$ cat config.mk
export PLATFORM = sky130hd
export DESIGN_NAME = timer_dev_flat
export DESIGN_NICKNAME = d
export VERILOG_FILES = /design/src/rtl/timer_dev_if.sv /design/src/rtl/timer_dev.sv /design/src/flat_wrapper.sv
export SDC_FILE = /design/constraint.sdc
export NUM_CORES = 1
export LEC_CHECK = 0
export ABC_AREA = 0
export CORE_ASPECT_RATIO = 1.1
export CORE_MARGIN = 2
export CORE_UTILIZATION = 49
export DETAILED_ROUTE_END_ITERATION = 8
export HOLD_SLACK_MARGIN = 0.12
export MAX_ROUTING_LAYER = met4
export PLACE_DENSITY = 0.73
export SYNTH_ARGS = -nofsm -noshare
export SYNTH_HDL_FRONTEND = slang
export SYNTH_SLANG_ARGS = --single-unit
$ cat constraint.sdc
create_clock -name clk -period 2.7 [get_ports clk]
set_input_delay 0.54 -clock clk [delete_from_list [all_inputs] [get_ports clk]]
set_output_delay 0.54 -clock clk [all_outputs]
set_load 0.01 [all_outputs]
$ cat src/rtl/timer_dev_if.sv
// Device-bus port bundle between the address-decode bridge and the timer.
// The bridge is the master; the timer is the slave.
interface timer_dev_if;
   logic [1:0]  dev_addr;
   logic        we;
   logic [31:0] dev_writeData;
   logic [31:0] timer_rd;
   logic        irq;

   modport master (
      output dev_addr,
      output we,
      output dev_writeData,
      input  timer_rd,
      input  irq
   );

   modport slave (
      input  dev_addr,
      input  we,
      input  dev_writeData,
      output timer_rd,
      output irq
   );
endinterface

$ cat src/rtl/timer_dev.sv
// Memory-mapped 32-bit down-counting timer with one-shot / auto-reload modes.
// Registers: CTRL (EN, MODE, IM), PRESET, read-only COUNT; irq from a flop.
module timer_dev (
   input  logic        clk,
   input  logic        rst_n,
   timer_dev_if.slave  bus
);

   typedef enum logic [1:0] {
      ST_IDLE = 2'd0,
      ST_LOAD = 2'd1,
      ST_CNT  = 2'd2,
      ST_INT  = 2'd3
   } state_t;

   state_t      state_r;
   state_t      state_s;
   logic [3:0]  ctrl_r;
   logic [3:0]  ctrl_s;
   logic [3:0]  ctrl_fsm_s;
   logic [31:0] preset_r;
   logic [31:0] preset_s;
   logic [31:0] count_r;
   logic [31:0] count_s;
   logic        irq_r;
   logic        irq_s;
   logic [31:0] rd_s;
   logic        en_s;
   logic        auto_s;
   logic        wr_ctrl_s;
   logic        wr_preset_s;

   assign en_s        = ctrl_r[0];
   assign auto_s      = (ctrl_r[2:1] == 2'b01);
   assign wr_ctrl_s   = bus.we && (bus.dev_addr == 2'd0);
   assign wr_preset_s = bus.we && (bus.dev_addr == 2'd1);

   // Next-state, counter and register update logic
   always_comb begin
      state_s    = state_r;
      ctrl_fsm_s = ctrl_r;
      count_s    = count_r;
      case (state_r)
         ST_IDLE: begin
            if (en_s) begin
               state_s = ST_LOAD;
            end else begin
               state_s = ST_IDLE;
            end
         end
         ST_LOAD: begin
            count_s = preset_r;
            state_s = ST_CNT;
         end
         ST_CNT: begin
            // Zero test comes before the decrement so COUNT never wraps.
            if (!en_s) begin
               state_s = ST_IDLE;
            end else if (count_r != 32'd0) begin
               count_s = count_r - 32'd1;
            end else begin
               state_s = ST_INT;
               if (!auto_s) begin
                  ctrl_fsm_s[0] = 1'b0;
               end else begin
                  ctrl_fsm_s[0] = ctrl_r[0];
               end
            end
         end
         ST_INT: begin
            if (auto_s) begin
               state_s = en_s ? ST_LOAD : ST_IDLE;
            end else if (wr_ctrl_s || wr_preset_s) begin
               state_s = ST_IDLE;
            end else begin
               state_s = ST_INT;
            end
         end
         default: begin
            state_s = ST_IDLE;
         end
      endcase
      // A CPU write to CTRL overrides the EN auto-clear on the same edge.
      ctrl_s   = wr_ctrl_s   ? bus.dev_writeData[3:0] : ctrl_fsm_s;
      preset_s = wr_preset_s ? bus.dev_writeData      : preset_r;
      irq_s    = ctrl_s[3] && (state_s == ST_INT);
   end

   // State and register file flops
   always_ff @(posedge clk or negedge rst_n) begin
      if (!rst_n) begin
         state_r  <= ST_IDLE;
         ctrl_r   <= 4'd0;
         preset_r <= 32'd0;
         count_r  <= 32'd0;
         irq_r    <= 1'b0;
      end else begin
         state_r  <= state_s;
         ctrl_r   <= ctrl_s;
         preset_r <= preset_s;
         count_r  <= count_s;
         irq_r    <= irq_s;
      end
   end

   // Combinational read mux, zero-padded
   always_comb begin
      case (bus.dev_addr)
         2'd0:    rd_s = {28'd0, ctrl_r};
         2'd1:    rd_s = preset_r;
         2'd2:    rd_s = count_r;
         default: rd_s = 32'd0;
      endcase
   end

   assign bus.timer_rd = rd_s;
   assign bus.irq      = irq_r;

endmodule

$ cat src/flat_wrapper.sv
// flat-port wrapper written by rule: the top's interface ports become plain ports
module timer_dev_flat 
  (clk, rst_n, bus_dev_addr, bus_we, bus_dev_writeData, bus_timer_rd, bus_irq);
  timer_dev_if bus_i ();
  input  logic clk;
  input  logic rst_n;
  input wire logic [$bits(bus_i.dev_addr)-1:0] bus_dev_addr;
  input wire logic [$bits(bus_i.we)-1:0] bus_we;
  input wire logic [$bits(bus_i.dev_writeData)-1:0] bus_dev_writeData;
  output wire logic [$bits(bus_i.timer_rd)-1:0] bus_timer_rd;
  output wire logic [$bits(bus_i.irq)-1:0] bus_irq;
  assign bus_i.dev_addr = bus_dev_addr;
  assign bus_i.we = bus_we;
  assign bus_i.dev_writeData = bus_dev_writeData;
  assign bus_timer_rd = bus_i.timer_rd;
  assign bus_irq = bus_i.irq;
  timer_dev u_core (.clk(clk), .rst_n(rst_n), .bus(bus_i));
endmodule
# Yosys cells after proc, flatten, opt, wreduce, memory -nomap -nowiden
# Index checks and enable logic that the tools add are counted.
dict set report word_totals {
  ff_bits 71
  in_bits 37
  output_inout_bits 33
  elab_cells 42
}
dict set report op_classes {
  n_addsub 1
  eq_ne 9
  muxes 15
  reduce_logical 10
}
# operator count
set op_table {}
lappend op_table {{32-bit one-hot mux with 3 select lines} 1}
lappend op_table {{32-bit two-way mux} 2}
lappend op_table {{32-bit one-hot mux with 2 select lines} 1}
lappend op_table {{32-bit nonzero test} 1}
lappend op_table {{32-bit by 1-bit subtractor with 32-bit output, second input constant} 1}
lappend op_table {{2-bit == test, second input constant} 4}
lappend op_table {{2-bit two-way mux} 4}
lappend op_table {{2-bit one-hot mux with 4 select lines} 1}
lappend op_table {{2-bit by 1-bit == test with 1-bit output, second input constant} 3}
lappend op_table {{1-bit two-way mux} 5}
lappend op_table {{2-bit zero test} 2}
lappend op_table {{4-bit two-way mux} 1}
lappend op_table {{2-bit by 1-bit != test with 1-bit output, second input constant} 2}
lappend op_table {{2-bit nonzero test} 2}
lappend op_table {{1-bit logical AND} 3}
lappend op_table {{3-bit AND reduction} 1}
lappend op_table {{1-bit logical OR} 1}

# Logic depth before layout (Yosys ltp)
# Gate-level depths: netlist of the first run.
dict set report logic_depth {
  depth_word 8
  ltp_mapped 9
  ltp_nobuf 7
}

# Worst setup path after synthesis of the first run
# OpenSTA, ideal clock, no wires.
dict set report synth_path {
  path_type {reg-to-reg}
  from {register u_core.count_r[15]}
  to {register u_core.count_r[15]}
  setup_time_ns 0.142
  arrival_ns 2.431
  required_time_ns 2.558
  path_slack_ns 0.127
  stages_incl_launch_ff 10
  path_buffers 4
  synth_period_minus_slack_ns 2.573
  cell_sequence {dfrtp_1 -> or3_1 -> buf_6 -> or4_4 -> buf_6 -> or3_4 -> buf_6 -> buf_6 -> a311oi_1 -> a311oi_1}
}
dict set report synth_between {
  elab_chain_cells 4
  word_cells_on_any_way 7
  cone_classes {add/sub: 1; eq/ne: 1; mux: 3; reduce/logical: 2}
}
# item line_no
set synth_rtl {}
lappend synth_rtl {{from (decl)} timer_dev.sv:23} ;# logic [31:0] count_r;
lappend synth_rtl {{from (signal assigned)} timer_dev.sv:101} ;# count_r <= count_s;
lappend synth_rtl {{32-bit by 1-bit subtractor with 32-bit output} timer_dev.sv:60} ;# count_s = count_r - 32'd1;
lappend synth_rtl {{32-bit two-way mux} timer_dev.sv:59} ;# end else if (count_r != 32'd0) begin
lappend synth_rtl {{32-bit two-way mux} timer_dev.sv:57} ;# if (!en_s) begin
lappend synth_rtl {{32-bit one-hot mux with 2 select lines} timer_dev.sv:43} ;# case (state_r)
# Several ways; a longest one is shown, not always the timed one. The select of a mux whose other input is x is not followed.
# A chain may end at the register's enable or synchronous reset.

# Final worst setup path of the first run
dict set report layout_path {
  from {register u_core.count_r[1]}
  to {register u_core.count_r[31]}
}
# Same word-level chain as after synthesis.

==> results_dict.tcl, run 1 <==
set metrics [dict create \
    setup_tns_ns 0 \
    cts_tree "yes" \
    chipHeight_um 101.5 \
    drc 0 \
    synthArstFlopShare 1.000 \
    finalSetupViolCount 0 \
    path_cells "or4_1, or2_2, or4_1, a2111oi_0, a211oi_1" \
    drt_iter0_markers 272 \
    dp_slack_ns -0.1348 \
    dp_hpwl_um 8257 \
    worst_ep_arrival_time_ns 2.82 \
    clock-skew-final_ns 0.01077 \
    period_needed_ns 2.596 \
    cp_slowest_cell "or4_1" \
    finalNonFillerCells 635 \
    cts.sinks 71 \
    initial_core_util 0.5059 \
    track_usage 0.2700 \
    io_pins 70 \
    ctsLongestPathBuffers 2 \
    vias_per_cell 6.208 \
    grt_pass1_wl_um 19420 \
    cpPeakStageDelay_ns 0.59 \
    finalCritPeriodShare 0.9616 \
    drtAntennaViolNets 0 \
    dpl_cell_area_um2 5269 \
    placementRows 35 \
    grt_pass1_vias 3901 \
    rsz0062_at_grt "no" \
    drt_pre_antenna_iters 5 \
    cap_violations 0 \
    crit_path_end_kind "flop" \
    start_kind "flop" \
    die-area_um2 9396 \
    synth-seq-cells 71 \
    synth_fp_nets 471 \
    critPathBufInv 0 \
    synth_edf_count 0 \
    crit_fanout 5 \
    areaGrowthSynthToFinish_pct 29.60 \
    clkLatencyLatePin_ns 0.36 \
    post_drt_wl_per_cell_um 18.45 \
    dieWidth_um 92.61 \
    outcome "finished, final reports clean" \
    synth_cell_types 57 \
    drv_slew 0 \
    diodes 0 \
    p_leak_nw 2.187 \
    cts_max_level 3 \
    hold_path_class "in2async" \
    root_buffer "clkbuf_8" \
    final_cell_area_um2 5484 \
    vias 3942 \
    place.gp.congestion 0.9420 \
    core_um2 8364 \
    crit_family "simple AND/OR/NAND/NOR gates" \
    path_clk_slew_ns 0.08 \
    antenna_found_initial 0 \
    cts_made_buffers 9 \
    grt-ovfl-total 0 \
    yosysWarnings 0 \
    powerDensity_nw_per_um2 981.0 \
    crit_type "reg2reg" \
    portBuffers 69 \
    worst_pin_slew_ns 0.5205 \
    nets 560 \
    peakVddDrop_mv 0.4878 \
    setup_ws_ns 0.1037 \
    syn_area_per_cell_um2 9.841 \
    slew_headroom 0.6498 \
    drive_gt1_frac 0.2137 \
    cts_setup_buffers 0 \
    synthCells 430 \
    critical_path.most_common_cell "or4_1" \
    wirelength_um 11720 \
    ys.flop_type "dfrtp_1" \
    timing.fmax_mhz 385.2 \
    syn_area_um2 4232 \
    cp.required_ns 2.92 \
    dp.cells 619 \
    ys_seq_area_frac 0.4199 \
    grt_max_degree 72 \
    hold_viol_final 0 \
    cts-hold-fix-buffers 0 \
]
path summary, 6_finish.rpt:
kind                                                 start                             end  slack [ns]  cells past startpoint
setup / recovery             u_core.count_r[1]$_DFFE_PN0P_  u_core.count_r[31]$_DFFE_PN0P_        0.10                      5
hold / removal                                       rst_n  u_core.preset_r[5]$_DFFE_PN0P_        0.18                      2
setup reg to reg             u_core.count_r[1]$_DFFE_PN0P_  u_core.count_r[31]$_DFFE_PN0P_        0.10                      5
hold reg to reg            u_core.preset_r[25]$_DFFE_PN0P_  u_core.count_r[25]$_DFFE_PN0P_        0.53                      2
max in group asynchronous                            rst_n  u_core.count_r[14]$_DFFE_PN0P_        2.17                      2
min in group clk           u_core.preset_r[25]$_DFFE_PN0P_  u_core.count_r[25]$_DFFE_PN0P_        0.53                      2
layer usage:
metal	wire length (µm)	vias up	global-route usage
met1	5071	1927	0.3408
met5	0	-	-
met2	5727	141	0.4307
met4	306	0	0.1251
li1	-	1848	-
met3	610	26	0.04092
registers in the layout, summed over array words and instances, names as in the netlist:
| name | flops |
|---|---|
| u_core.bus.irq | 1 |
| u_core.ctrl_r | 4 |
| u_core.count_r | 32 |
| u_core.state_r | 2 |
| u_core.preset_r | 32 |
final cells by class:
type | count | area (µm²)
fill | 713 | 2880
multi-input combinational | 318 | 2292
sequential | 71 | 1777
timing repair buffer | 110 | 1044
clock buffer | 11 | 141.4
tap | 111 | 138.9
clock inverter | 5 | 57.56
inverter | 9 | 33.78
metrics by stage:
stage / hold slack (ns) / util / power, W
floorplan: 0.2444 / - / 0.003437
global placement: 0.5100 / 0.6299 / 0.004376
detailed placement: 0.5140 / 0.6299 / 0.004482
CTS: 0.2130 / 0.6549 / 0.005351
global route: 0.2364 / 0.6556 / 0.005739
finish: 0.1752 / 0.6556 / 0.005380
cell families after synthesis:
kind of cell,synth area share
buf+inv,0.04346
fa+ha+maj,0.01183
compound gates,0.2011
flops,0.4199
mux,0.1144
simple gates,0.2093
where the power goes:
part	leakage, nW	internal, W	total [W]	switching, W
combinational	1.26	0.00124	0.00265	0.00141
sequential	0.840	0.00145	0.00186	0.000418
clock	0.0916	0.000450	0.000866	0.000415
total	2.19	0.00314	0.00538	0.00224
Yosys cell counts, types with 2 or more instances:
cell type,instances,area (µm²)
and4_2,2,20.02
o21ai_0,14,70.07
and3_1,6,37.54
mux2i_1,9,90.09
or2_2,2,12.51
or4_4,2,22.52
nand2b_1,2,12.51
nor2_1,38,142.6
clkbuf_1,23,86.33
nor3_1,13,65.06
a22oi_1,2,15.01
a32o_1,3,30.03
nand3_1,18,90.09
buf_1,5,18.77
nor4_1,12,75.07
and4_1,2,17.52
or3_1,7,43.79
a21oi_1,8,40.04
a21boi_0,2,15.01
nor4b_1,3,26.28
ha_1,4,50.05
dfrtp_1,71,1777
and2_1,3,18.77
nand2_1,27,101.4
a211oi_2,2,25.02
a211oi_1,5,37.54
nand4b_1,2,17.52
o31a_1,2,17.52
a311oi_1,9,78.83
or4b_2,2,20.02
mux2_2,35,394.1
a22o_1,28,245.2
buf_6,4,45.04
inv_1,9,33.78
a2bb2oi_1,3,26.28
o22ai_1,8,50.05
a211o_1,3,26.28
nand4_1,7,43.79
or4_1,3,22.52
o311ai_0,9,78.83
nor2b_1,5,31.28
repair_timing:
action | CTS | global route
pin swaps | 0 | 0
gates resized for setup | 6 | 1
endpoints found under the setup margin | 32 | 1
placed cells by master, fill, tap and decap left out, drive strengths merged, types with 3 or more instances in the layout:
| cell type | instances |
|---|---|
| dlygate4sd2 | 3 |
| nand3 | 18 |
| mux2 | 35 |
| nor4b | 3 |
| mux2i | 9 |
| o21ai | 14 |
| nor3 | 14 |
| nand2 | 27 |
| clkdlybuf4s50 | 65 |
| o311ai | 9 |
| or4b | 3 |
| clkinvlp | 3 |
| inv | 9 |
| a211o | 3 |
| a211oi | 7 |
| nor2b | 5 |
| buf | 42 |
| and3 | 6 |
| a22o | 29 |
| nor2 | 38 |
| a32o | 3 |
| a311oi | 9 |
| dfrtp | 71 |
| nand4 | 7 |
| and2 | 3 |
| a2bb2oi | 3 |
| o22ai | 8 |
| clkbuf | 11 |
| or3 | 8 |
| ha | 4 |
| o31a | 3 |
| nor4 | 12 |
| and4 | 4 |
| a21oi | 9 |
| or4 | 6 |
Power figures use the tool's default switching activity.
==> run 2, diff against run 1 <==
==> constraint.sdc (replaced) <==
create_clock -name clk -period 2.25 [get_ports clk]
set_input_delay 0.45 -clock clk [delete_from_list [all_inputs] [get_ports clk]]
set_output_delay 0.45 -clock clk [all_outputs]
set_load 0.01 [all_outputs]
==> run 2 against run 1 <==
Against the previous run:
- the flow now finishes with violations (setup timing)
- maximum frequency up 12%
- first-iteration DRC count up 25%
- combinational power up 53%
- power up 35%
- worst setup slack worse by 0.18 ns
- final cell count up 7.6%
- hold slack better by 0.34 ns
- final area up 14%
- largest cell class unchanged
==> results_dict.tcl, run 2 (same netlist as run 1, synthesis figures left out) <==
set metrics [dict create \
    drt_iter0_markers 339 \
    finalCritPeriodShare 1.034 \
    io_pins 70 \
    largest_registers "u_core.count_r x32, u_core.preset_r x32, u_core.ctrl_r x4" \
    worst_ep_arrival_time_ns 2.58 \
    cts_made_buffers 9 \
    dp.cells 649 \
    p_leak_nw 2.854 \
    chipHeight_um 101.5 \
    setup_tns_ns -0.4135 \
    final_common_cell "buf_4" \
    cts.sinks 71 \
    hold_path_class "reg2reg" \
    drv_slew 0 \
    dp_hpwl_um 8895 \
    setup_ws_ns -0.07594 \
    placementRows 35 \
    cp.required_ns 2.50 \
    nets 608 \
    antenna_found_initial 0 \
    crit_path_end_kind "flop" \
    hold_viol_final 0 \
    sw_frac_of_total 0.4191 \
    clkPwrFrac 0.142 \
    p_seq_frac 0.301 \
    crit_type "reg2reg" \
    finalSetupViolCount 11 \
    regToRegStartpoint "u_core.count_r[18]$_DFFE_PN0P_" \
    grt_pass1_vias 4027 \
    cts_tree "yes" \
    ctsLongestPathBuffers 2 \
    grt_pass1_wl_um 20600 \
    place.gp.congestion 0.9309 \
    dp_slack_ns -0.3875 \
    slew_headroom 0.6960 \
    drive_gt1_frac 0.3549 \
    grt-ovfl-total 0 \
    critical_path.most_common_cell "or3_4" \
    p_sw_w 0.003051 \
    root_buffer "clkbuf_8" \
    die-area_um2 9396 \
    crit_fanout 8 \
    path_cells "or3_4, or4_4, or3_4, and3_4, a311oi_2" \
    start_kind "flop" \
    path_clk_slew_ns 0.08 \
    min-delay-start "u_core.preset_r[5]$_DFFE_PN0P_" \
    drc 0 \
    comb_power_share 0.558 \
    power.internal_w 0.004228 \
    areaGrowthSynthToFinish_pct 48.14 \
    vias 4286 \
    n_fill_cell 582 \
    core_um2 8364 \
    cp_slowest_cell "or4_4" \
    crit_family "simple AND/OR/NAND/NOR gates" \
    outcome "complete, but fails checks" \
    clkLatencyLatePin_ns 0.35 \
    diodes 0 \
    vias_per_cell 6.275 \
    violations "setup timing" \
    fin_util 0.7494 \
    portBuffers 69 \
    worst_pin_slew_ns 0.4518 \
    wirelength_um 13380 \
    cpPeakStageDelay_ns 0.56 \
    clock-skew-final_ns 0.008367 \
    finalNonFillerCells 683 \
    post_drt_wl_per_cell_um 19.58 \
    dieWidth_um 92.61 \
    drtAntennaViolNets 0 \
    cts_max_level 3 \
    initial_core_util 0.5059 \
    peakVddDrop_mv 0.6055 \
    period_needed_ns 2.326 \
    mostFrequentLayoutCells "buf_4 (71), dfrtp_1 (70), clkdlybuf4s50_1 (41), nor2_1 (35), mux2_2 (35)" \
    powerDensity_nw_per_um2 1161 \
    grt_max_degree 34 \
    cap_violations 0 \
    track_usage 0.2877 \
    setup.worst_path.start "u_core.count_r[18]$_DFFE_PN0P_" \
    timing.fmax_mhz 429.9 \
    critPathBufInv 0 \
    drt_pre_antenna_iters 5 \
    rsz0062_at_grt "yes" \
]
-- run 2: cell types whose count changed in the layout (fill, tap and decap cells not counted), moves of 7 or more --
| cell | before | now |
|---|---|---|
| clkdlybuf4s50_1 | 65 | 41 |
| dlymetal6s2s_1 | 0 | 23 |
| o311ai_0 | 9 | 2 |
| buf_4 | 36 | 71 |
-- run 2: area by class of cell --
cell class                      count  area [µm²]  area share
Multi-Input combinational cell    319        2603      0.4152
Tap cell                          111       138.9     0.02216
Clock inverter                      4       45.04    0.007186
Timing Repair Buffer              157        1525      0.2433
Sequential cell                    71        1778      0.2836
Clock buffer                       12       145.1     0.02315
Inverter                            9       33.78    0.005389
-- run 2: worst paths after layout --
| path | endpoint | slack, ns | cells past startpoint |
|---|---|---|---|
| max | u_core.count_r[15]$_DFFE_PN0P_ | -0.08 | 5 |
| min | u_core.count_r[5]$_DFFE_PN0P_ | 0.52 | 2 |
| max reg2reg | u_core.count_r[15]$_DFFE_PN0P_ | -0.08 | 5 |
| min reg2reg | u_core.count_r[5]$_DFFE_PN0P_ | 0.52 | 2 |
| max in group asynchronous | u_core.count_r[28]$_DFFE_PN0P_ | 1.00 | 3 |
| min in group asynchronous | u_core.count_r[6]$_DFFE_PN0P_ | 0.58 | 2 |
-- run 2: what timing repair did --
item / in CTS / in global routing
cloned: 2 / 1
endpoints found under the hold margin: 16 / 0
gates resized for setup: 32 / 76
endpoints found under the setup margin: 48 / 57
hold buffers: 1 / 0
buffers inserted: 5 / 9
pin swaps: 11 / 21
-- run 2: metal layers --
layer / track usage / vias up / routed length (µm)
met1: 0.3781 / 2135 / 5596
met3: 0.05357 / 31 / 869
met4: 0.07233 / 0 / 224
met5: - / - / 0
li1: - / 1935 / -
met2: 0.4638 / 185 / 6684
-- run 2: power groups by stage --
stage | combinational [W] | sequential (W) | clock, W
floorplan | 0.00205 | 0.00214 | 0
global placement | 0.00347 | 0.00213 | 0
detailed placement | 0.00356 | 0.00216 | 0
CTS | 0.00368 | 0.00213 | 0.00104
global route | 0.00437 | 0.00224 | 0.00111
finish | 0.00406 | 0.00219 | 0.00103
-- run 2: worst register-to-register path, cell delays in order, from the launching register on --
cell and delay [ns]:
dfrtp_1 0.38, or3_4 0.39, or4_4 0.56, or3_4 0.45, and3_4 0.19, a311oi_2 0.26
-- run 2: metrics by stage --
stage | hold slack (ns) | total power [W] | area [µm²]
6_report | 0.5184 | 0.007279 | 6269
5_1_grt | 0.5656 | 0.007720 | 6269
4_1_cts | 0.5303 | 0.006849 | 5882
3_5_place_dp | 0.4254 | 0.005721 | 5527
3_3_place_gp | 0.4152 | 0.005605 | 5527
2_1_floorplan | 0.1544 | 0.004184 | 4287
